<file path="config.mk">
export PLATFORM = sky130hd
export DESIGN_NAME = ripple_cla8_block
export DESIGN_NICKNAME = d
export VERILOG_FILES = /design/src/rtl/ripple_cla8_block.sv
export SDC_FILE = /design/constraint.sdc
export NUM_CORES = 1
export LEC_CHECK = 0
export BUFFER_PORTS_ARGS = -buffer_cell sky130_fd_sc_hd__buf_2
export CELL_PAD_IN_SITES_DETAIL_PLACEMENT = 0
export CELL_PAD_IN_SITES_GLOBAL_PLACEMENT = 1
export CORE_UTILIZATION = 36
export DETAILED_ROUTE_END_ITERATION = 8
export GPL_TIMING_DRIVEN = 1
export PLACE_DENSITY_LB_ADDON = 0.1
export SLEW_MARGIN = 20
export SYNTH_ARGS = -nofsm -noshare
export SYNTH_HDL_FRONTEND = slang
export SYNTH_SLANG_ARGS = --single-unit
export TNS_END_PERCENT = 20
</file>
<file path="constraint.sdc">
create_clock -name clk -period 1.3 [get_ports clk]
set_input_delay 0.26 -clock clk [delete_from_list [all_inputs] [get_ports clk]]
set_output_delay 0.26 -clock clk [all_outputs]
set_load 0.02 [all_outputs]
</file>
<file path="src/rtl/ripple_cla8_block.sv">
`default_nettype none
// ============================================================================
// Module   : cla4 / ripple_cla8_block
// Purpose  : 8-bit sequential adder, {c_out, Output} = A + B + c_in.
//            Two 4-bit carry-lookahead slices. The carry out of the low
//            slice is registered and fed to the high slice one clock
//            later, so a result takes three edges from the first sampled
//            enable. A single enable level starts an operation, and
//            `ready` reports completion.
// Ports    : clk    - system clock, rising edge
//            rst    - synchronous, active-high reset
//            en     - operation enable (level)
//            A, B   - 8-bit operands
//            c_in   - carry into bit 0
//            Output - registered sum [7:0]
//            c_out  - registered carry out of bit 7
//            ready  - registered, high while Output/c_out hold the result
//                     of the current operation
// Revision : 1.0 - initial release
// ============================================================================

// ----------------------------------------------------------------------------
// cla4: purely combinational 4-bit carry-lookahead slice.
// Every carry is a flat sum-of-products of g, p and c_i. No carry is
// derived from a lower carry inside the slice.
// ----------------------------------------------------------------------------
module cla4 (
   input  logic [3:0] a_i,
   input  logic [3:0] b_i,
   input  logic       c_i,
   output logic [3:0] s_o,
   output logic       c4_o,
   output logic       g_grp_o,
   output logic       p_grp_o
);

   logic [3:0] g;
   logic [3:0] p;
   logic [3:0] c;

   assign g = a_i & b_i;
   assign p = a_i ^ b_i;

   assign c[0] = c_i;
   assign c[1] = g[0] | (p[0] & c_i);
   assign c[2] = g[1] | (p[1] & g[0]) | (p[1] & p[0] & c_i);
   assign c[3] = g[2] | (p[2] & g[1]) | (p[2] & p[1] & g[0])
               | (p[2] & p[1] & p[0] & c_i);
   assign c4_o = g[3] | (p[3] & g[2]) | (p[3] & p[2] & g[1])
               | (p[3] & p[2] & p[1] & g[0])
               | (p[3] & p[2] & p[1] & p[0] & c_i);

   assign g_grp_o = g[3] | (p[3] & g[2]) | (p[3] & p[2] & g[1])
                  | (p[3] & p[2] & p[1] & g[0]);
   assign p_grp_o = &p;

   assign s_o = p ^ c;

endmodule

// ----------------------------------------------------------------------------
// ripple_cla8_block: sequencer-controlled top level.
// ----------------------------------------------------------------------------
module ripple_cla8_block (
   input  logic       clk,
   input  logic       rst,
   input  logic       en,
   input  logic [7:0] A,
   input  logic [7:0] B,
   input  logic       c_in,
   output logic [7:0] Output,
   output logic       c_out,
   output logic       ready
);

   typedef enum logic [1:0] {
      ST_IDLE = 2'd0,
      ST_LOW  = 2'd1,
      ST_HIGH = 2'd2,
      ST_DONE = 2'd3
   } state_t;

   state_t     state_q;
   logic [7:0] a_q;
   logic [7:0] b_q;
   logic       cin_q;
   logic [3:0] lo_sum_q;   // low-nibble staging, never visible on Output
   logic       carry_q;    // c4 carried from the low slice to the high slice
   logic [7:0] sum_q;
   logic       cout_q;
   logic       ready_q;

   logic [3:0] lo_s;
   logic       lo_c4;
   logic       lo_gg;
   logic       lo_gp;
   logic [3:0] hi_s;
   logic       hi_c4;
   logic       hi_gg;
   logic       hi_gp;

   cla4 u_cla_lo (
      .a_i     (a_q[3:0]),
      .b_i     (b_q[3:0]),
      .c_i     (cin_q),
      .s_o     (lo_s),
      .c4_o    (lo_c4),
      .g_grp_o (lo_gg),
      .p_grp_o (lo_gp)
   );

   cla4 u_cla_hi (
      .a_i     (a_q[7:4]),
      .b_i     (b_q[7:4]),
      .c_i     (carry_q),
      .s_o     (hi_s),
      .c4_o    (hi_c4),
      .g_grp_o (hi_gg),
      .p_grp_o (hi_gp)
   );

   // The slices also produce group generate/propagate for use in a wider
   // lookahead tree. The carry between the two slices is registered, so
   // this adder does not consume those signals.
   logic grp_unused;
   assign grp_unused = lo_gg ^ lo_gp ^ hi_gg ^ hi_gp;

   always_ff @(posedge clk) begin
      if (rst) begin
         state_q  <= ST_IDLE;
         a_q      <= 8'h00;
         b_q      <= 8'h00;
         cin_q    <= 1'b0;
         lo_sum_q <= 4'h0;
         carry_q  <= 1'b0;
         sum_q    <= 8'h00;
         cout_q   <= 1'b0;
         ready_q  <= 1'b0;
      end else begin
         case (state_q)
            ST_IDLE: begin
               if (en) begin
                  a_q     <= A;
                  b_q     <= B;
                  cin_q   <= c_in;
                  state_q <= ST_LOW;
               end
            end
            ST_LOW: begin
               // Dropping en aborts the operation. The committed result
               // is left untouched.
               if (!en) begin
                  state_q <= ST_IDLE;
               end else begin
                  lo_sum_q <= lo_s;
                  carry_q  <= lo_c4;
                  state_q  <= ST_HIGH;
               end
            end
            ST_HIGH: begin
               if (!en) begin
                  state_q <= ST_IDLE;
               end else begin
                  sum_q   <= {hi_s, lo_sum_q};
                  cout_q  <= hi_c4;
                  ready_q <= 1'b1;
                  state_q <= ST_DONE;
               end
            end
            ST_DONE: begin
               // Hold the result until en drops. This forces one low
               // edge before the next operation can start.
               if (!en) begin
                  ready_q <= 1'b0;
                  state_q <= ST_IDLE;
               end
            end
            default: begin
               state_q <= ST_IDLE;
            end
         endcase
      end
   end

   assign Output = sum_q;
   assign c_out  = cout_q;
   assign ready  = ready_q;

endmodule
`default_nettype wire

</file>
# Word level (Yosys, flattened, before mapping)

Cells that the tools add are included.

Input port bits: 20
Output and inout port bits: 10
Register bits after elaboration: 34

Reductions and logical operators: 7
Equality and inequality tests: 6
Muxes and demuxes: 8
Bitwise operators: 58

Operators with widths:

| kind                                                            | count |
|---|---|
| 1-bit AND                                                       | 32 |
| 1-bit bitwise OR                                                | 20 |
| 4-bit bitwise XOR                                               | 4 |
| 4-bit AND                                                       | 2 |
| 2-bit 2-to-1 mux                                                | 4 |
| 2-bit one-hot mux with 4 select lines                           | 1 |
| 2-bit AND reduction                                             | 4 |
| 2-bit inequality test, second input constant                    | 3 |
| 2-bit == test, second input constant                            | 2 |
| 3-bit AND reduction                                             | 1 |
| 2-bit by 1-bit == test with 1-bit output, second input constant | 1 |
| 2-bit logical NOT                                               | 1 |
| 1-bit 2-to-1 mux                                                | 2 |
| 1-bit one-hot mux with 2 select lines                           | 1 |
| 2-bit nonzero test                                              | 1 |

# Logic depth before layout (Yosys ltp)

Depth after elaboration: 6
Gate-level depth with buffers: 6
Mapped depth without buffers: 5

# Hierarchy

Synthesis repeated with hierarchy kept, for this count alone.

Cells, all modules: 192
Area total of the unflattened synthesis: 1908.1 µm²

Modules (own cells, without submodules):

| module            | instances | cells each | area each (µm²) | sequential area each (µm²) |
|---|---|---|---|---|
| ripple_cla8_block | 1         | 146        | 1519.0          | 680.7 |
| cla4 at u_cla_hi  | 1         | 23         | 195.2           | 0.0 |
| cla4 at u_cla_lo  | 1         | 23         | 193.9           | 0.0 |

# Worst setup path before layout

Ideal clock, no wire load.

Path kind: register -> register
From: reg a_q[4]
To: reg cout_q (netlist: c_out)
Path slack: -0.165 ns
Data arrival time: 1.333 ns
Buffers on the path: 0
Stages on the path, launching flop included: 5
Path through: dfxtp_1 -> ha_1 -> a211o_1 -> a2111oi_0 -> nor3_1

Word-level cells in the longest chain between the ends: 4

RTL lines:

| element                                               | RTL line | text |
|---|---|---|
| from (decl)                                           | 84       | `logic [7:0] a_q;` |
| from (signal assigned)                                | 131      | `a_q <= 8'h00;` |
| from (signal assigned)                                | 143      | `a_q <= A;` |
| 4-bit AND / 4-bit bitwise XOR (equally long branches) | 41, 42   |  |
| 1-bit AND, on equally long branches                   | n/a      |  |
| 1-bit bitwise OR / 1-bit AND (equally long branches)  | n/a      |  |
| 1-bit bitwise OR (*)                                  | 51       | `\| (p[3] & p[2] & p[1] & p[0] & c_i);` |
| to (signal assigned)                                  | 165      | `cout_q <= hi_c4;` |
| to (decl)                                             | 90       | `logic cout_q;` |

Mark *: on every way between the ends. The rest lies on a longest branch, timed or not.
A chain may end at the register's enable or synchronous reset.

# Worst setup path after layout

From: reg a_q[5]
To: reg sum_q[6] (netlist: Output[6])

Word-level cells in the longest chain between the ends: 5

RTL lines:

| element                                              | RTL line | text |
|---|---|---|
| 4-bit bitwise XOR                                    | 42       | `assign p = a_i ^ b_i;` |
| 1-bit AND                                            | 46       | `assign c[2] = g[1] \| (p[1] & g[0]) \| (p[1] & p[0] & c_i);` |
| 1-bit bitwise OR / 1-bit AND (equally long branches) | 46       |  |
| 1-bit bitwise OR (*)                                 | 46       |  |
| 4-bit bitwise XOR (*)                                | 57       | `assign s_o = p ^ c;` |
| to (signal assigned)                                 | 164      | `sum_q <= {hi_s, lo_sum_q};` |
| to (decl)                                            | 89       | `logic [7:0] sum_q;` |

Marked as above.

==> impl_metrics.csv <==
group,metric,value,unit
run_status,status,"complete, but fails checks",
run_status,violations,"setup timing",
cts,clock_path_buffers,2,
power,worst_ir_drop_vdd,0.549,mV
synthesis,ys_warn_count,0,
power,powerDensity,1050,nW/um^2
worst_setup_path,worst_setup_path_end_kind,"flop",
place,post-place-ws,-164,ps
place,place.gp.congestion,0.860,
cts,clock_latency,280,ps
floorplan,start_util,37.4,%
cts,post-cts-setup-buffers,0,
floorplan,die_h,69.0,um
final_layout,drive_gt1_share,39.6,%
power,p_comb_share,16.3,%
final_layout,n_antenna_cell,0,
cts,cts_buffers,5,
routing,avgViaCountPerCell,4.84,
sta,rsz0062_at_grt,"yes",
worst_setup_path,worstPathArrival,1580,ps
routing,wl,3460,um
worst_setup_path,critPathRequiredTime,1460,ps
synthesis,syn_nets,218,
sta,tns,-601,ps
routing,drtIter0Drc,37,
final_layout,final_nets,261,
power,seqPwrFrac,49.8,%
grt,antenna_found_initial,0,
synthesis,synth_cell_type_count,38,
cts,cts_tree,"built",
place,dp_hpwl,2520,um
sta,post-route-period-util,110,%
grt,track_usage,15.2,%
cts,clock-sinks,34,
job,cap_violations,0,
sta,max_freq,701,MHz
synthesis,post_synth.cell_area_avg,8.61,um^2
synthesis,syn_inst,188,
cts,htreeDepth,2,
cts,postCtsHoldBufs,0,
grt,grt-ovfl-total,0,
power,leakagePower,0.919,nW
routing,drtAntennaViolNets,0,
place,port_buffers,29,
min_path,hold_class,"in2reg",
sta,worstMarginPinSlew,325,ps
synthesis,seq_area_frac_synth,42.1,%
routing,wl_per_cell,12.3,um
grt,grt_pass1_vias,1248,
floorplan,ios,30,
power,p_int,0.00168,W
power,p_clk_share,33.9,%
routing,drc,0,
worst_setup_path,crit_type,"reg2reg",
routing,num_vias,1365,
sta,fin_skew,4.87,ps
sta,setup_viol,7,
final_layout,multi_input_area,983,um^2
cts,cts.clk_slew.worst_paths,70,ps
floorplan,die_w,69.0,um
cts,cts-root-buf,"clkbuf_8",
sta,fin_crit,1430,ps
worst_setup_path,setup.worst_path.start_class,"flop",
floorplan,rows,24,
power,switchingPower,0.000576,W
grt,grt_pass1_wl,5700,um
final_layout,fill_cells,444,
worst_setup_path,crit_fanout,2,
sta,fin_ws,-126,ps
synthesis,netlist_area,1620,um^2
power,switching_share,25.5,%
final_layout,seqCellArea,689,um^2
routing,firstDrtPassIters,4,
sta,maxSlewViolCount,0,
final_layout,layout-area-overhead-vs-synth,32.9,%
sta,timing_hold_violations_final,0,
floorplan,dieArea,4770,um^2
grt,grt_max_degree,23,
synthesis,synth_seq_cells,34,
floorplan,core_area,4320,um^2
sta,relSlewSlack,78.2,%
path summary, 6_finish.rpt:
check / start / end / slack (ps) / cells after the start
min: c_in / cin_q$_SDFFE_PP0P_ / 200 / 3
max reg2reg: a_q[5]$_SDFFE_PP0P_ / Output[6]$_SDFFE_PP0P_ / -130 / 5
max: a_q[5]$_SDFFE_PP0P_ / Output[6]$_SDFFE_PP0P_ / -130 / 5
min reg2reg: Output[0]$_SDFFE_PP0P_ / Output[0]$_SDFFE_PP0P_ / 450 / 2
cell type report:
class / count / area share (%)
Clock buffer: 6 / 3.84
Timing Repair Buffer: 48 / 14.1
Sequential cell: 34 / 32.1
Multi-Input combinational cell: 135 / 45.7
Inverter: 7 / 1.22
Tap cell: 52 / 3.03
synth_stat cells (all sizes together):
| master | instances | area share, % |
|---|---|---|
| o21ai | 1 | 0.31 |
| or2b | 1 | 0.46 |
| o21bai | 1 | 0.46 |
| nand4b | 1 | 0.54 |
| mux2i | 1 | 0.62 |
| nor2b | 1 | 0.39 |
| xnor2 | 2 | 1.1 |
| and2 | 2 | 0.77 |
| o211ai | 1 | 0.46 |
| nand3 | 1 | 0.31 |
| or2 | 3 | 1.2 |
| a21o | 1 | 0.54 |
| dfxtp | 34 | 42 |
| nor3 | 4 | 1.2 |
| a2111oi | 3 | 1.6 |
| a21oi | 28 | 8.7 |
| clkbuf | 5 | 1.2 |
| ha | 8 | 6.2 |
| a211o | 2 | 1.1 |
| or3b | 1 | 0.54 |
| nand2b | 1 | 0.39 |
| o21a | 2 | 0.93 |
| nand3b | 5 | 3.1 |
| inv | 7 | 1.6 |
| a211oi | 2 | 0.93 |
| and3b | 2 | 1.2 |
| nand2 | 46 | 11 |
| or4b | 1 | 0.62 |
| buf | 7 | 3.5 |
| fa | 2 | 2.5 |
| nand4 | 2 | 0.77 |
| o41ai | 2 | 1.1 |
| nor3b | 2 | 1.6 |
| nor2 | 6 | 1.4 |
critical path, cell delays in order (launching register included):
cell and delay, ps:
dfxtp_1 320, ha_1 310, buf_4 150, or2_2 280
a21oi_2 160, o41ai_2 90
cell usage in the layout, fill, tap and decap left out, types with 4 or more instances in the layout:
master	instances
dfxtp_1	27
nor3_1	4
buf_4	17
nand2_1	46
dfxtp_2	7
nor2_1	6
a21oi_1	25
clkbuf_8	6
ha_1	5
buf_2	29
inv_1	6
nand3b_1	4
layer usage:
metal  GRT usage [%]  vias up  routed length, um
met2            24.1       23               1660
met4            5.44        0                 46
met1            19.1      615               1610
met3            5.41        6                143
li1                -      721                  -
met5               0        -                  0
state kept, by name (all words and copies together), names as in the netlist:
| signal | count |
|---|---|
| Output | 8 |
| a_q | 8 |
| b_q | 8 |
| c_out | 1 |
| carry_q | 1 |
| cin_q | 1 |
| lo_sum_q | 4 |
| ready | 1 |
| state_q | 2 |
power by group through the flow:
| stage | Combinational, W | Sequential, W | Clock [W] |
|---|---|---|---|
| 6_report | 0.000369 | 0.00113 | 0.000766 |
| 5_1_grt | 0.000412 | 0.00113 | 0.000858 |
| 4_1_cts | 0.000334 | 0.00112 | 0.000799 |
| 3_5_place_dp | 0.000325 | 0.00114 | 0 |
| 3_3_place_gp | 0.000321 | 0.00114 | 0 |
| 2_1_floorplan | 0.000204 | 0.00114 | 0 |
cells by family (layout without fill, tap and decap cells):
logic type                 after synthesis  in the layout  share of synthesized area [%]
and+or+nand+nor                         79             79                           25.2
adders and majority gates               10             10                           8.66
DFF                                     34             34                           42.1
buffers and inverters                   19             61                           6.26
muxes                                    1              1                          0.619
AOI/OAI and AO/OA                       43             43                           16.1
xor gates and xnor gates                 2              2                           1.08
metrics by stage:
step	total power [W]	instance area [um^2]	hold WS, ps	utilization (%)	instances
2_1_floorplan	0.00134	1630	396	-	188
5_1_grt	0.00240	2150	196	49.7	282
3_5_place_dp	0.00147	1920	446	44.4	276
4_1_cts	0.00225	2020	191	46.8	282
6_report	0.00226	2150	199	49.7	282
3_3_place_gp	0.00146	1920	439	44.4	276
repair_timing:
| item | in CTS | in global routing |
|---|---|---|
| gates resized for setup | 6 | 25 |
| endpoints found under the setup margin | 8 | 13 |
| pin swaps | 0 | 10 |
| cloned | 0 | 0 |
(Power assumes the default switching activity.)
